File: config.mk
export PLATFORM = sky130hd
export DESIGN_NAME = frame_feeder
export DESIGN_NICKNAME = d
export VERILOG_FILES = /design/src/rtl/frame_feeder.sv
export SDC_FILE = /design/constraint.sdc
export NUM_CORES = 1
export LEC_CHECK = 0
export CAP_MARGIN = 20
export CORE_ASPECT_RATIO = 1.75
export CORE_MARGIN = 5
export CORE_UTILIZATION = 40
export DETAILED_ROUTE_END_ITERATION = 12
export HOLD_SLACK_MARGIN = 0.1
export SYNTH_ARGS = -nofsm -noshare
export SYNTH_HDL_FRONTEND = slang
export SYNTH_SLANG_ARGS = --single-unit
File: constraint.sdc
create_clock -name i_clk -period 3.4 [get_ports i_clk]
set_input_delay 0.34 -clock i_clk [delete_from_list [all_inputs] [get_ports i_clk]]
set_output_delay 0.34 -clock i_clk [all_outputs]
set_load 0.03 [all_outputs]
File: src/rtl/frame_feeder.sv
// Double-buffered sample framer feeding a frame-consuming core.
// One bank fills from the sensor while the other is held for the core.
module frame_feeder #(
  parameter int FRAME_LEN = 40,
  parameter int TIMEOUT   = 1023
) (
  input  logic               i_clk,
  input  logic               i_rst_n,
  input  logic               i_valid,
  input  logic signed [15:0] i_sample,
  input  logic               i_sof,
  output logic               o_ready,
  output logic               o_next,
  output logic signed [15:0] o_data [0:FRAME_LEN-1],
  input  logic               i_core_next,
  input  logic               i_core_finished,
  output logic               o_overflow,
  output logic [7:0]         o_frame_count
);

  localparam int IW = (FRAME_LEN > 1) ? $clog2(FRAME_LEN) : 1;
  localparam logic [IW-1:0] LAST = IW'(FRAME_LEN - 1);
  localparam logic [9:0] TMAX = 10'(TIMEOUT - 1);

  typedef enum logic {S_ISSUE, S_WAIT} state_t;

  state_t state, state_nxt;

  logic signed [15:0] mem0 [FRAME_LEN];
  logic signed [15:0] mem1 [FRAME_LEN];

  logic [1:0]    full, full_nxt;
  logic          wr_bank;
  logic          rd_bank;
  logic [IW-1:0] wr_idx;
  logic [IW-1:0] wr_addr;
  logic [9:0]    cnt;
  logic          accept;
  logic          fill_done;
  logic          rel;

  assign o_ready   = !full[wr_bank];
  assign accept    = i_valid && o_ready;
  assign wr_addr   = i_sof ? '0 : wr_idx;
  assign fill_done = accept && (wr_addr == LAST);

  // Bank storage carries no reset; stale data is never issued.
  always_ff @(posedge i_clk) begin
    if (accept) begin
      if (wr_bank) mem1[wr_addr] <= i_sample;
      else         mem0[wr_addr] <= i_sample;
    end
  end

  always_comb begin
    for (int k = 0; k < FRAME_LEN; k++) begin
      o_data[k] = rd_bank ? mem1[k] : mem0[k];
    end
  end

  always_comb begin
    state_nxt = state;
    o_next    = 1'b0;
    rel       = 1'b0;
    unique case (state)
      S_ISSUE: begin
        if (full[rd_bank]) begin
          o_next    = 1'b1;
          state_nxt = S_WAIT;
        end
      end
      S_WAIT: begin
        if (i_core_next || i_core_finished || cnt == TMAX) begin
          rel       = 1'b1;
          state_nxt = S_ISSUE;
        end
      end
      default: state_nxt = S_ISSUE;
    endcase
  end

  // Fill and release always touch different banks, so both apply.
  always_comb begin
    full_nxt = full;
    if (rel)       full_nxt[rd_bank] = 1'b0;
    if (fill_done) full_nxt[wr_bank] = 1'b1;
  end

  always_ff @(posedge i_clk or negedge i_rst_n) begin
    if (!i_rst_n) begin
      state         <= S_ISSUE;
      full          <= '0;
      wr_bank       <= 1'b0;
      rd_bank       <= 1'b0;
      wr_idx        <= '0;
      cnt           <= '0;
      o_overflow    <= 1'b0;
      o_frame_count <= '0;
    end else begin
      state <= state_nxt;
      full  <= full_nxt;
      if (accept) begin
        if (fill_done) begin
          wr_idx  <= '0;
          wr_bank <= !wr_bank;
        end else begin
          wr_idx <= wr_addr + 1'b1;
        end
      end
      if (i_valid && !o_ready) o_overflow <= 1'b1;
      if (rel) rd_bank <= !rd_bank;
      if (o_next) begin
        cnt           <= '0;
        o_frame_count <= o_frame_count + 8'd1;
      end else if (state == S_WAIT && !rel) begin
        cnt <= cnt + 10'd1;
      end
    end
  end

endmodule

==> results of run 1 <==
[cell families (layout without fill, tap and decap cells)]
family,after synthesis,in the layout,share of synthesized area [%]
buffers and inverters,87,1036,1.01
multiplexers,643,643,15.0
other,0,2,0
AND/OR/NAND/NOR,175,175,1.72
adder cells (fa/ha/maj),4,4,0.104
AO/OA/AOI/OAI,33,33,0.502
XOR/XNOR,10,10,0.182
flip-flops,1310,1310,81.4
[power by group through the flow]
stage / clock (W) / sequential, W / combinational, W
after floorplan: 0 / 0.0181 / 0.00246
after global placement: 0 / 0.0182 / 0.00441
after detailed placement: 0 / 0.0182 / 0.00442
after CTS: 0.0137 / 0.0178 / 0.00448
after global routing: 0.0143 / 0.0178 / 0.00460
final: 0.0134 / 0.0178 / 0.00441
[metrics by stage]
step	instance area, um2	hold WS (ns)
after floorplan	48100	0.0444
after global placement	57700	0.474
after detailed placement	57700	0.461
after CTS	61600	0.111
after global routing	61600	0.138
final	61600	0.141
[worst register-to-register path, stage by stage (launching register included)]
cell	delay (ns)
dfrtp_1	0.54
nand2b_1	0.21
nor3_1	0.28
nand2_1	0.60
nor2_1	0.29
buf_4	0.28
[synthesized netlist by cell type, types with 2 or more instances]
cell | number | area share (%)
nor2b_1 | 6 | 0.078
o21ai_0 | 5 | 0.052
nand3_2 | 2 | 0.042
and3_1 | 2 | 0.026
nor2_1 | 93 | 0.73
edfxtp_1 | 1280 | 80
nand2_1 | 32 | 0.25
a21oi_1 | 3 | 0.031
dfrtp_1 | 30 | 1.6
nand3_1 | 9 | 0.094
nor3_1 | 11 | 0.11
inv_1 | 5 | 0.039
mux2i_1 | 3 | 0.062
or2_2 | 2 | 0.026
o211ai_1 | 5 | 0.078
nand4_1 | 3 | 0.039
o31ai_1 | 4 | 0.062
buf_2 | 48 | 0.50
xor2_1 | 3 | 0.055
clkbuf_1 | 6 | 0.047
o21ai_1 | 2 | 0.021
o41ai_1 | 2 | 0.036
nand2b_1 | 2 | 0.026
ha_1 | 4 | 0.10
xnor2_1 | 7 | 0.13
and2_1 | 2 | 0.026
a31oi_1 | 2 | 0.026
mux2_2 | 640 | 15
buf_4 | 27 | 0.42
[worst paths after layout]
path,startpoint,endpoint,cells past startpoint
worst max register to register,wr_idx[3]$_DFFE_PN0P_,mem0[10][11]$_DFFE_PP_,5
worst max-delay path,rd_bank$_DFFE_PN0N_,o_data[479],4
min in group asynchronous,i_rst_n,o_frame_count[6]$_DFFE_PN0P_,1
max in group asynchronous,i_rst_n,wr_idx[3]$_DFFE_PN0P_,2
worst min-delay path,i_sample[14],mem1[37][14]$_DFFE_PP_,1
worst min register to register,o_frame_count[7]$_DFFE_PN0P_,o_frame_count[7]$_DFFE_PN0P_,1
[timing repair]
item / CTS / global route
resized for setup: 0 / 0
endpoints found under the setup margin: 173 / 0
hold buffers: 2 / 0
buffers inserted: 5 / 0
endpoints found under the hold margin: 5 / 0
[routing by layer]
metal  vias to the layer above  global-route usage, %  part of all wire (%)
li1                      10600                      -                     -
met4                         4                   5.32                   2.1
met3                       142                   6.86                   8.9
met2                       880                   35.5                    51
met1                     12800                   24.4                    38
met5                         -                      0                 0.019
[placed cells by master, fill, tap and decap left out, types with 4 or more instances in the layout]
master	netlist	final
buf_12	0	26
buf_4	27	139
bufinv_16	0	18
clkbuf_1	6	17
clkbuf_16	0	115
clkdlybuf4s50_1	0	651
clkinv_1	0	22
clkinv_2	0	25
clkinvlp_4	0	5
dfrtp_1	30	29
edfxtp_1	1280	1280
ha_1	4	4
inv_1	5	5
mux2_2	640	640
nand2_1	32	32
nand3_1	9	9
nor2_1	93	58
nor2_2	0	35
nor2b_1	6	6
nor3_1	11	10
o211ai_1	5	5
o21ai_0	5	5
o31ai_1	4	4
xnor2_1	7	7
[state kept, by name, summed over array words and instances, names as in the netlist]
signal,flops
cnt,10
full,2
mem0,640
mem1,640
o_frame_count,8
o_overflow,1
rd_bank,1
state,1
wr_bank,1
wr_idx,6
[layout make-up]
type	instances	share of cell area, %
clock inverter	80	1.49
clock buffer	132	4.77
tap	1530	3.11
timing repair buffer	818	13.1
sequential	1310	63.6
inverter	6	0.0365
antenna	2	0.00812
multi-input combinational	865	13.8
==> results by group, run 1 <==
STA
  – RSZ-0062 raised after global routing: false
  – Slew HR: between 20% and 30%
  – Post-route minimum period: 3.22 ns
  – Post-route setup slack: 0.178 ns
  – Final hold viol count: 0
  – Slew @ Worst Pin: 1.06 ns
  – Max Freq: 0.310 GHz
  – Fin crit share: 94.8%
  – Max-slew violation count: 0
  – # setup viols final: 0
  – Final setup TNS: 0 ns
  – Layout Skew: 0.0216 ns

Synth
  – Post-synthesis net count: 2,288
  – Register area share after synthesis: about four fifths
  – Mapped cell area: 48,100 um2
  – Yosys reg bits: 1,310
  – Yosys warnings: 0
  – Cell variety after synth: 51
  – Syn Inst Count: 2,262
  – Number of synthesized flops with an enable pin: 1,280
  – Syn avg cell area: about 21 um2
  – Top FF cell, synth: edfxtp_1
  – Async set-reset flop share out of synthesis: 2.29%

Clocking
  – Clk pin slew, worst setup/hold paths: approximately 0.06 ns
  – Clock sink count: 1,310
  – H-tree Lvls: 3
  – CTS tree: built
  – CTS Buf Count: 114
  – Max Buffers Root-to-Sink: 3
  – Clk Latency, worst-skew pair: 0.72 ns
  – Clock Tree Root: clkbuf_16

Worst setup path
  – Critical-path maximum fanout: 56
  – Worst Setup End Kind: output port
  – Worst Path Class, Setup: register to output port
  – CP Data Required Time: 3.06 ns
  – Critical Path Max Stage Delay: 0.62 ns
  – Most frequent cell on the critical path: buf_12
  – CP max stage cell: clkdlybuf4s50_1
  – Flop2flop setup slack: 0.90 ns
  – Worst EP arrival: between 2 and 3 ns
  – Cell family with most CP delay: buffers and inverters
  – CP startpoint kind: register
  – Worst-path cell chain: buf_12, buf_12, mux2_2, clkdlybuf4s50_1
  – WP buf/inv: 3

Power and ir drop
  – Clock power frac: 37.5%
  – Sw Ratio: 23.7%
  – Max IR drop VDD: around 0.49 mV
  – Switching pwr: 0.00845 W
  – Total Power: around 0.036 W
  – Comb pwr share: 12.4%
  – Leakage power: between 20 and 25 nW
  – P_int: 0.0271 W
  – PwrDens: 577 nW/um2
  – Part of the power in registers: 50.1%

Floorplan
  – Starting Density: 40.2%
  – Core Region: 120,000 um2
  – Count of standard-cell rows: 168
  – Die Ht: 469 um
  – Die Width: 272 um
  – I/O pin cnt: between 600 and 700
  – Die ar.: 128,000 um2

Cells and area
  – Layout Nets: 3,141
  – Fraction of layout cells with a size suffix above 1: 32.0%
  – Footprint of the multi-input gates: 8530 um2
  – Flip-flop and latch area: just under 40,000 um2
  – Fill cell count: 9,482
  – Area delta synth->final: 28.1%
  – Fin cells: approximately 4,700
  – Final core utilization: 51.5%

Detailed routing
  – Final WL: 134,000 um
  – Per-cell routed wire length: 28.3 um
  – Via count: 24,500
  – Via-to-Cell Ratio: a little over 5
  – First-pass iteration count of the detailed router: 5
  – Final antenna-violating net count: 0
  – Post-route DRC: 0
  – Drt initial violations: 1,689

Job
  – Max cap viols: 0

GRT
  – Initial antenna violation count: 3
  – GRT overflow: 0
  – Vias in the first global route: 26,000
  – Pin count of the biggest net entering global routing: 81
  – Global-route usage over all layers: between 20% and 30%
  – First-pass GRT wire length: 188,000 um

Placement
  – Setup WS pre-CTS: 0.364 ns
  – IO buf count: 672
  – Post-placement cell count: 4,522
  – Final HPWL DP: 86,100 um
  – Final GP Congestion: 0.811

Outcome
  – Run status: finished clean

Worst hold path
  – Hold Path Class: primary input to register
Note: power is estimated with default switching activity, not from simulation.
==> run 2: changes to the inputs <==
--- a/constraint.sdc
+++ b/constraint.sdc
@@ -3,2 +3,2 @@
 set_output_delay 0.34 -clock i_clk [all_outputs]
-set_load 0.03 [all_outputs]
+set_load 0.005 [all_outputs]
==> run 2 against run 1 <==
Net effect: final cell count increased by 0.19%; total power shrank 4.9%; sequential cell count unchanged; maximum frequency up 3.0%; critical path depth is 1 higher; setup slack gained 0.093 ns; wire length down 0.44%; via count grew 0.34%; worst hold slack improved by 0.0056 ns; die area unchanged; sequential power about the same; critical endpoint is now o_data[504]; largest cell class unchanged.
==> results by group, run 2 (synthesized netlist as in run 1, its figures left out) <==
Detailed routing
  – Via count: 24,500 (+0.34%)
  – Final antenna-violating net count: 0 (unchanged)
  – Via-to-Cell Ratio: 5.16 (+0.15%)
  – First-pass iteration count of the detailed router: 5 (unchanged)
  – Per-cell routed wire length: 28.1 um (-0.63%)
  – Post-route DRC: 0 (unchanged)
  – Final WL: 134,000 um (-0.44%)
  – Drt initial violations: 1,899 (+12%)

Cells and area
  – Layout Nets: 3,148 (+0.22%)
  – Commonest cells after routing, fill and taps aside: edfxtp_1, clkdlybuf4s50_1, mux2_2, buf_4, clkbuf_16
  – Fraction of layout cells with a size suffix above 1: 31.8% (-0.25 points)
  – Fin cells: 4,752 (+0.19%)
  – Most common library cell in the layout ignoring fill and taps: edfxtp_1
  – Regs by FF count: mem0: 640 flops, mem1: 640 flops, cnt: 10 flops
  – Area delta synth->final: 27.8%

Worst setup path
  – Worst Setup End Kind: output port
  – Worst EP arrival: 2.79 ns (-0.09 ns)
  – CP startpoint kind: register
  – Critical-path maximum fanout: 45 (-20%)
  – CP Data Required Time: 3.06 ns (about the same)
  – Worst Path Class, Setup: register to output port

STA
  – Slew HR: 30.2% (+1.1 points)
  – Final setup TNS: 0 ns (unchanged)
  – Final hold viol count: 0 (unchanged)
  – Max Freq: 0.320 GHz (+3.0%)
  – Slew @ Worst Pin: 1.05 ns (-0.0163 ns)
  – RSZ-0062 raised after global routing: false
  – # setup viols final: 0 (unchanged)
  – Post-route minimum period: 3.13 ns (-0.0931 ns)
  – Fin crit share: 92.0% (-2.7 points)
  – Max-slew violation count: 0 (unchanged)
  – Layout Skew: 0.0157 ns (-0.00588 ns)

GRT
  – First-pass GRT wire length: 188,000 um (+0.24%)
  – Initial antenna violation count: 3 (unchanged)
  – Global-route usage over all layers: 20.4% (+0.036 points)
  – Pin count of the biggest net entering global routing: 91 (+12%)
  – Vias in the first global route: 25,900 (-0.41%)
  – GRT overflow: 0 (unchanged)

Clocking
  – Clock sink count: 1,310 (unchanged)
  – CTS tree: built
  – Post-cts gate resize count: 0 (unchanged)
  – Clk Latency, worst-skew pair: 0.74 ns (+0.02 ns)
  – Max Buffers Root-to-Sink: 3 (unchanged)
  – H-tree Lvls: 3 (unchanged)
  – Clk pin slew, worst setup/hold paths: 0.06 ns (about the same)
  – CTS Buf Count: 113 (-0.88%)
  – Clock Tree Root: clkbuf_16

Placement
  – Post-placement cell count: 4,528 (+0.13%)
  – Final GP Congestion: 0.806 (-0.65%)
  – Final HPWL DP: 86,400 um (+0.30%)
  – IO buf count: 672 (unchanged)

Floorplan
  – Die Ht: 469 um (unchanged)
  – I/O pin cnt: 673 (unchanged)
  – Core Region: 120,000 um2 (unchanged)
  – Die Width: 272 um (unchanged)
  – Die ar.: 128,000 um2 (unchanged)
  – Count of standard-cell rows: 168 (unchanged)
  – Starting Density: 40.2% (unchanged)

Power and ir drop
  – Leakage power: 20.2 nW (-0.46%)
  – PwrDens: 550 nW/um2 (-4.7%)
  – Max IR drop VDD: 0.695 mV (+43%)

Worst hold path
  – Hold Path Class: primary input to asynchronous set/reset pin

Outcome
  – Run status: finished clean

Job
  – Max cap viols: 0 (unchanged)
## run 2: cell types whose count changed in the layout (fill, tap and decap cells not counted), sizes merged
cell | previous run | this run
diode | 2 | 1
inv | 10 | 8
clkinv | 53 | 62
clkbuf | 132 | 131
clkinvlp | 5 | 10
buf | 165 | 168
clkdlybuf4s50 | 651 | 656
bufinv | 18 | 9
## run 2: cell type report
class                      count  area [um2]
antenna                        1        2.50
timing repair buffer         826        8210
clock inverter                83         741
tap                         1530        1910
sequential                  1310       39200
fill                        9490       58100
multi-input combinational    865        8530
inverter                       6        22.5
clock buffer                 131        2900
## run 2: routing by layer
layer  track usage [%]  vias to the layer above  routed length [um]
met1              25.8                    12800               53300
met5                 0                        -                  13
li1                  -                    10600                   -
met2              34.9                      966               66500
met3              5.87                      153               11200
met4              5.23                        2                2660
## run 2: path summary, 6_finish.rpt
path                                         from                           end  slack [ns]  depth (start not counted)
min reg2reg                o_overflow$_DFFE_PN0P_        o_overflow$_DFFE_PN0P_        0.48                          1
max reg2reg                 wr_idx[3]$_DFFE_PN0P_        mem1[11][13]$_DFFE_PP_        1.05                          5
max in group asynchronous                 i_rst_n           rd_bank$_DFFE_PN0N_        2.51                          1
min in group i_clk                    i_sample[6]         mem0[15][6]$_DFFE_PP_        0.15                          1
min                                       i_rst_n  o_frame_count[4]$_DFFE_PN0P_        0.15                          1
max                           rd_bank$_DFFE_PN0N_                   o_data[504]        0.27                          5
## run 2: repair_timing
action                                  CTS  global route
endpoints found under the setup margin  376             0
buffers inserted                          7             0
hold endpoints to repair                  3             0
hold buffers                              2             0
## run 2: critical path, stage by stage, from the launching register on
cell and delay, ns:
dfrtp_4 0.42, buf_4 0.16, buf_12 0.23, buf_12 0.29, mux2_2 0.39, clkdlybuf4s50_1 0.49
## run 2: power by group
part	internal [W]	total (W)	switching (W)
Combinational	0.00178	0.00343	0.00165
Sequential	0.0178	0.0178	0.0000328
Clock	0.00683	0.0126	0.00578
## run 2: metrics by stage
step / utilization, % / hold WS, ns / setup WS [ns] / total power, W / instance area (um2)
floorplan: - / 0.0444 / 0.887 / 0.0195 / 48100
global placement: 48.3 / 0.471 / 0.409 / 0.0216 / 57800
detailed placement: 48.3 / 0.469 / 0.418 / 0.0216 / 57800
CTS: 51.4 / 0.118 / 0.214 / 0.0342 / 61500
global route: 51.4 / 0.151 / 0.200 / 0.0350 / 61500
finish: 51.4 / 0.146 / 0.271 / 0.0338 / 61500
==> run 3: changes to the inputs <==
Settings changed: CORE_MARGIN 5 to unset, REMOVE_ABC_BUFFERS set to 1.
==> run 3 against run 2 <==
Net effect: clock skew grew 0.022 ns; cell area about the same; critical path depth shrank 1; non-clock buffer count decreased by 24; register-to-register slack worse by 0.11 ns; critical endpoint is now o_data[105]; worst hold slack worse by 0.023 ns; sequential cell count stayed put; highest routed layer unchanged; sequential power barely moved.
==> results by group, run 3 (synthesized netlist as in run 1, its figures left out) <==
Clocking
  – Post-CTS setup buffers: 0 (-7)
  – Post-CTS Hold Buffers: 0 (-2)
  – Clk pin slew, worst setup/hold paths: 0.06 ns (about the same)
  – CTS Buf Count: 115 (+1.8%)
  – Clock Tree Root: clkbuf_16
  – Max Buffers Root-to-Sink: 3 (unchanged)
  – Post-cts gate resize count: 0 (unchanged)
  – H-tree Lvls: 3 (unchanged)
  – Clock sink count: 1,310 (unchanged)
  – CTS tree: built
  – Clk Latency, worst-skew pair: 0.72 ns (-0.02 ns)

STA
  – Post-route minimum period: 3.26 ns (+0.129 ns)
  – Fin crit share: 95.8% (+3.8 points)
  – Slew HR: 24.8% (-5.4 points)
  – # setup viols final: 0 (unchanged)
  – Slew @ Worst Pin: 1.13 ns (+0.0814 ns)
  – Final hold viol count: 0 (unchanged)
  – Layout Skew: 0.0374 ns (+0.0217 ns)
  – Max-slew violation count: 0 (unchanged)
  – Max Freq: 0.307 GHz (-3.9%)
  – RSZ-0062 raised after global routing: false

Floorplan
  – Count of standard-cell rows: 168 (unchanged)
  – Die Ht: 461 um (-1.7%)
  – Core Region: 120,000 um2 (unchanged)
  – Die ar.: 122,000 um2 (-4.6%)
  – Die Width: 264 um (-2.9%)
  – Starting Density: 40.2% (unchanged)
  – I/O pin cnt: 673 (unchanged)

Power and ir drop
  – Leakage power: 20.2 nW (+0.14%)
  – Max IR drop VDD: 0.577 mV (-17%)
  – Total Power: 0.0347 W (+2.5%)
  – Switching pwr: 0.00746 W (about the same)
  – Clock power frac: 39.2% (+2.0 points)
  – Part of the power in registers: 51.3% (-1.3 points)
  – P_int: 0.0272 W (+3.2%)
  – PwrDens: 564 nW/um2 (+2.5%)
  – Sw Ratio: 21.5% (-0.53 points)
  – Comb pwr share: 9.5% (-0.6 points)

Worst setup path
  – Worst Path Class, Setup: register to output port
  – CP Data Required Time: 3.06 ns (about the same)
  – Worst EP arrival: 2.92 ns (+0.13 ns)
  – Worst Setup End Kind: output port
  – Critical-path maximum fanout: 56 (+24%)
  – CP startpoint kind: register

GRT
  – Pin count of the biggest net entering global routing: 120 (+32%)
  – Initial antenna violation count: 5 (+2)
  – Vias in the first global route: 25,400 (-2.1%)
  – GRT overflow: 0 (unchanged)
  – Global-route usage over all layers: 21.1% (+0.63 points)
  – First-pass GRT wire length: 182,000 um (-3.3%)

Cells and area
  – Most common library cell in the layout ignoring fill and taps: edfxtp_1
  – Layout Nets: 3,126 (-0.70%)
  – Regs by FF count: mem0: 640 flops, mem1: 640 flops, cnt: 10 flops
  – Area delta synth->final: 27.8% (about the same)
  – Final core utilization: 51.4% (about the same)
  – Fraction of layout cells with a size suffix above 1: 31.4% (-0.39 points)
  – Commonest cells after routing, fill and taps aside: edfxtp_1, clkdlybuf4s50_1, mux2_2, buf_4, clkbuf_16

Worst hold path
  – Hold Path Class: primary input to register

Placement
  – Final GP Congestion: 0.797 (-1.1%)
  – Final HPWL DP: 81,200 um (-6.0%)
  – IO buf count: 672 (unchanged)

Detailed routing
  – Per-cell routed wire length: 27.5 um (-2.4%)
  – First-pass iteration count of the detailed router: 5 (unchanged)
  – Final WL: 130,000 um (-2.9%)
  – Via count: 24,300 (-0.96%)
  – Final antenna-violating net count: 0 (unchanged)
  – Via-to-Cell Ratio: 5.14 (-0.44%)
  – Drt initial violations: 1,939 (+2.1%)
  – Post-route DRC: 0 (unchanged)

Outcome
  – Run status: finished clean

Job
  – Max cap viols: 0 (unchanged)
==> run 3: changes by cell type in the layout (fill, tap and decap cells not counted), sizes merged, moves of 3 or more <==
cell / previous run / this run
bufinv: 9 / 18
inv: 8 / 13
clkbuf: 131 / 134
clkinvlp: 10 / 7
buf: 168 / 146
clkinv: 62 / 45
==> run 3: metrics by stage <==
stage	setup TNS [ns]	instance area, um2	cells	hold WS, ns	setup slack [ns]
after floorplan	-7911.35	47700	2181	0.0444	-12.02
after global placement	0	57600	4513	0.473	0.380
after detailed placement	0	57600	4513	0.470	0.281
after CTS	0	61500	4724	0.106	0.0699
after global routing	0	61500	4725	0.120	0.00937
final	0	61500	4727	0.123	0.142
==> run 3: power by group through the flow <==
stage               Combinational [W]  Clock, W  Sequential [W]
global placement              0.00331         0          0.0182
CTS                           0.00334    0.0139          0.0178
global route                  0.00347    0.0144          0.0178
floorplan                     0.00193         0          0.0184
finish                        0.00329    0.0136          0.0178
detailed placement            0.00332         0          0.0182
==> run 3: area by class of cell <==
cell class	instances	area, um2
diodes	3	7.51
clock buffers	134	3010
clock inverters	77	932
fillers	9562	58100
inverters	6	22.5
multi-input cells	865	8500
flip-flops and latches	1310	39200
well taps	1530	1910
repair buffers	802	7930
==> run 3: worst paths after layout <==
| path | startpoint | end | slack [ns] | depth (start not counted) |
|---|---|---|---|---|
| max | rd_bank$_DFFE_PN0N_ | o_data[105] | 0.14 | 4 |
| min | i_sample[1] | mem0[32][1]$_DFFE_PP_ | 0.12 | 1 |
| max reg2reg | wr_idx[2]$_DFFE_PN0P_ | mem0[5][1]$_DFFE_PP_ | 0.94 | 5 |
| min reg2reg | o_overflow$_DFFE_PN0P_ | o_overflow$_DFFE_PN0P_ | 0.48 | 1 |
| max in group asynchronous | i_rst_n | wr_bank$_DFFE_PN0P_ | 2.49 | 2 |
| min in group asynchronous | i_rst_n | o_frame_count[6]$_DFFE_PN0P_ | 0.16 | 1 |
==> run 3: critical path, cell delays in order, from the launching register on <==
cell,delay (ns)
dfrtp_4,0.48
buf_12,0.18
buf_4,0.61
mux2_2,0.43
clkdlybuf4s50_1,0.46
==> run 3: per-layer routing <==
| layer | vias up | wire length [um] | track usage (%) |
|---|---|---|---|
| li1 | 10600 | - | - |
| met1 | 12600 | 50800 | 25.6 |
| met2 | 932 | 63900 | 35.1 |
| met3 | 166 | 11700 | 7.01 |
| met4 | 2 | 3350 | 6.86 |
| met5 | - | 13 | 0 |
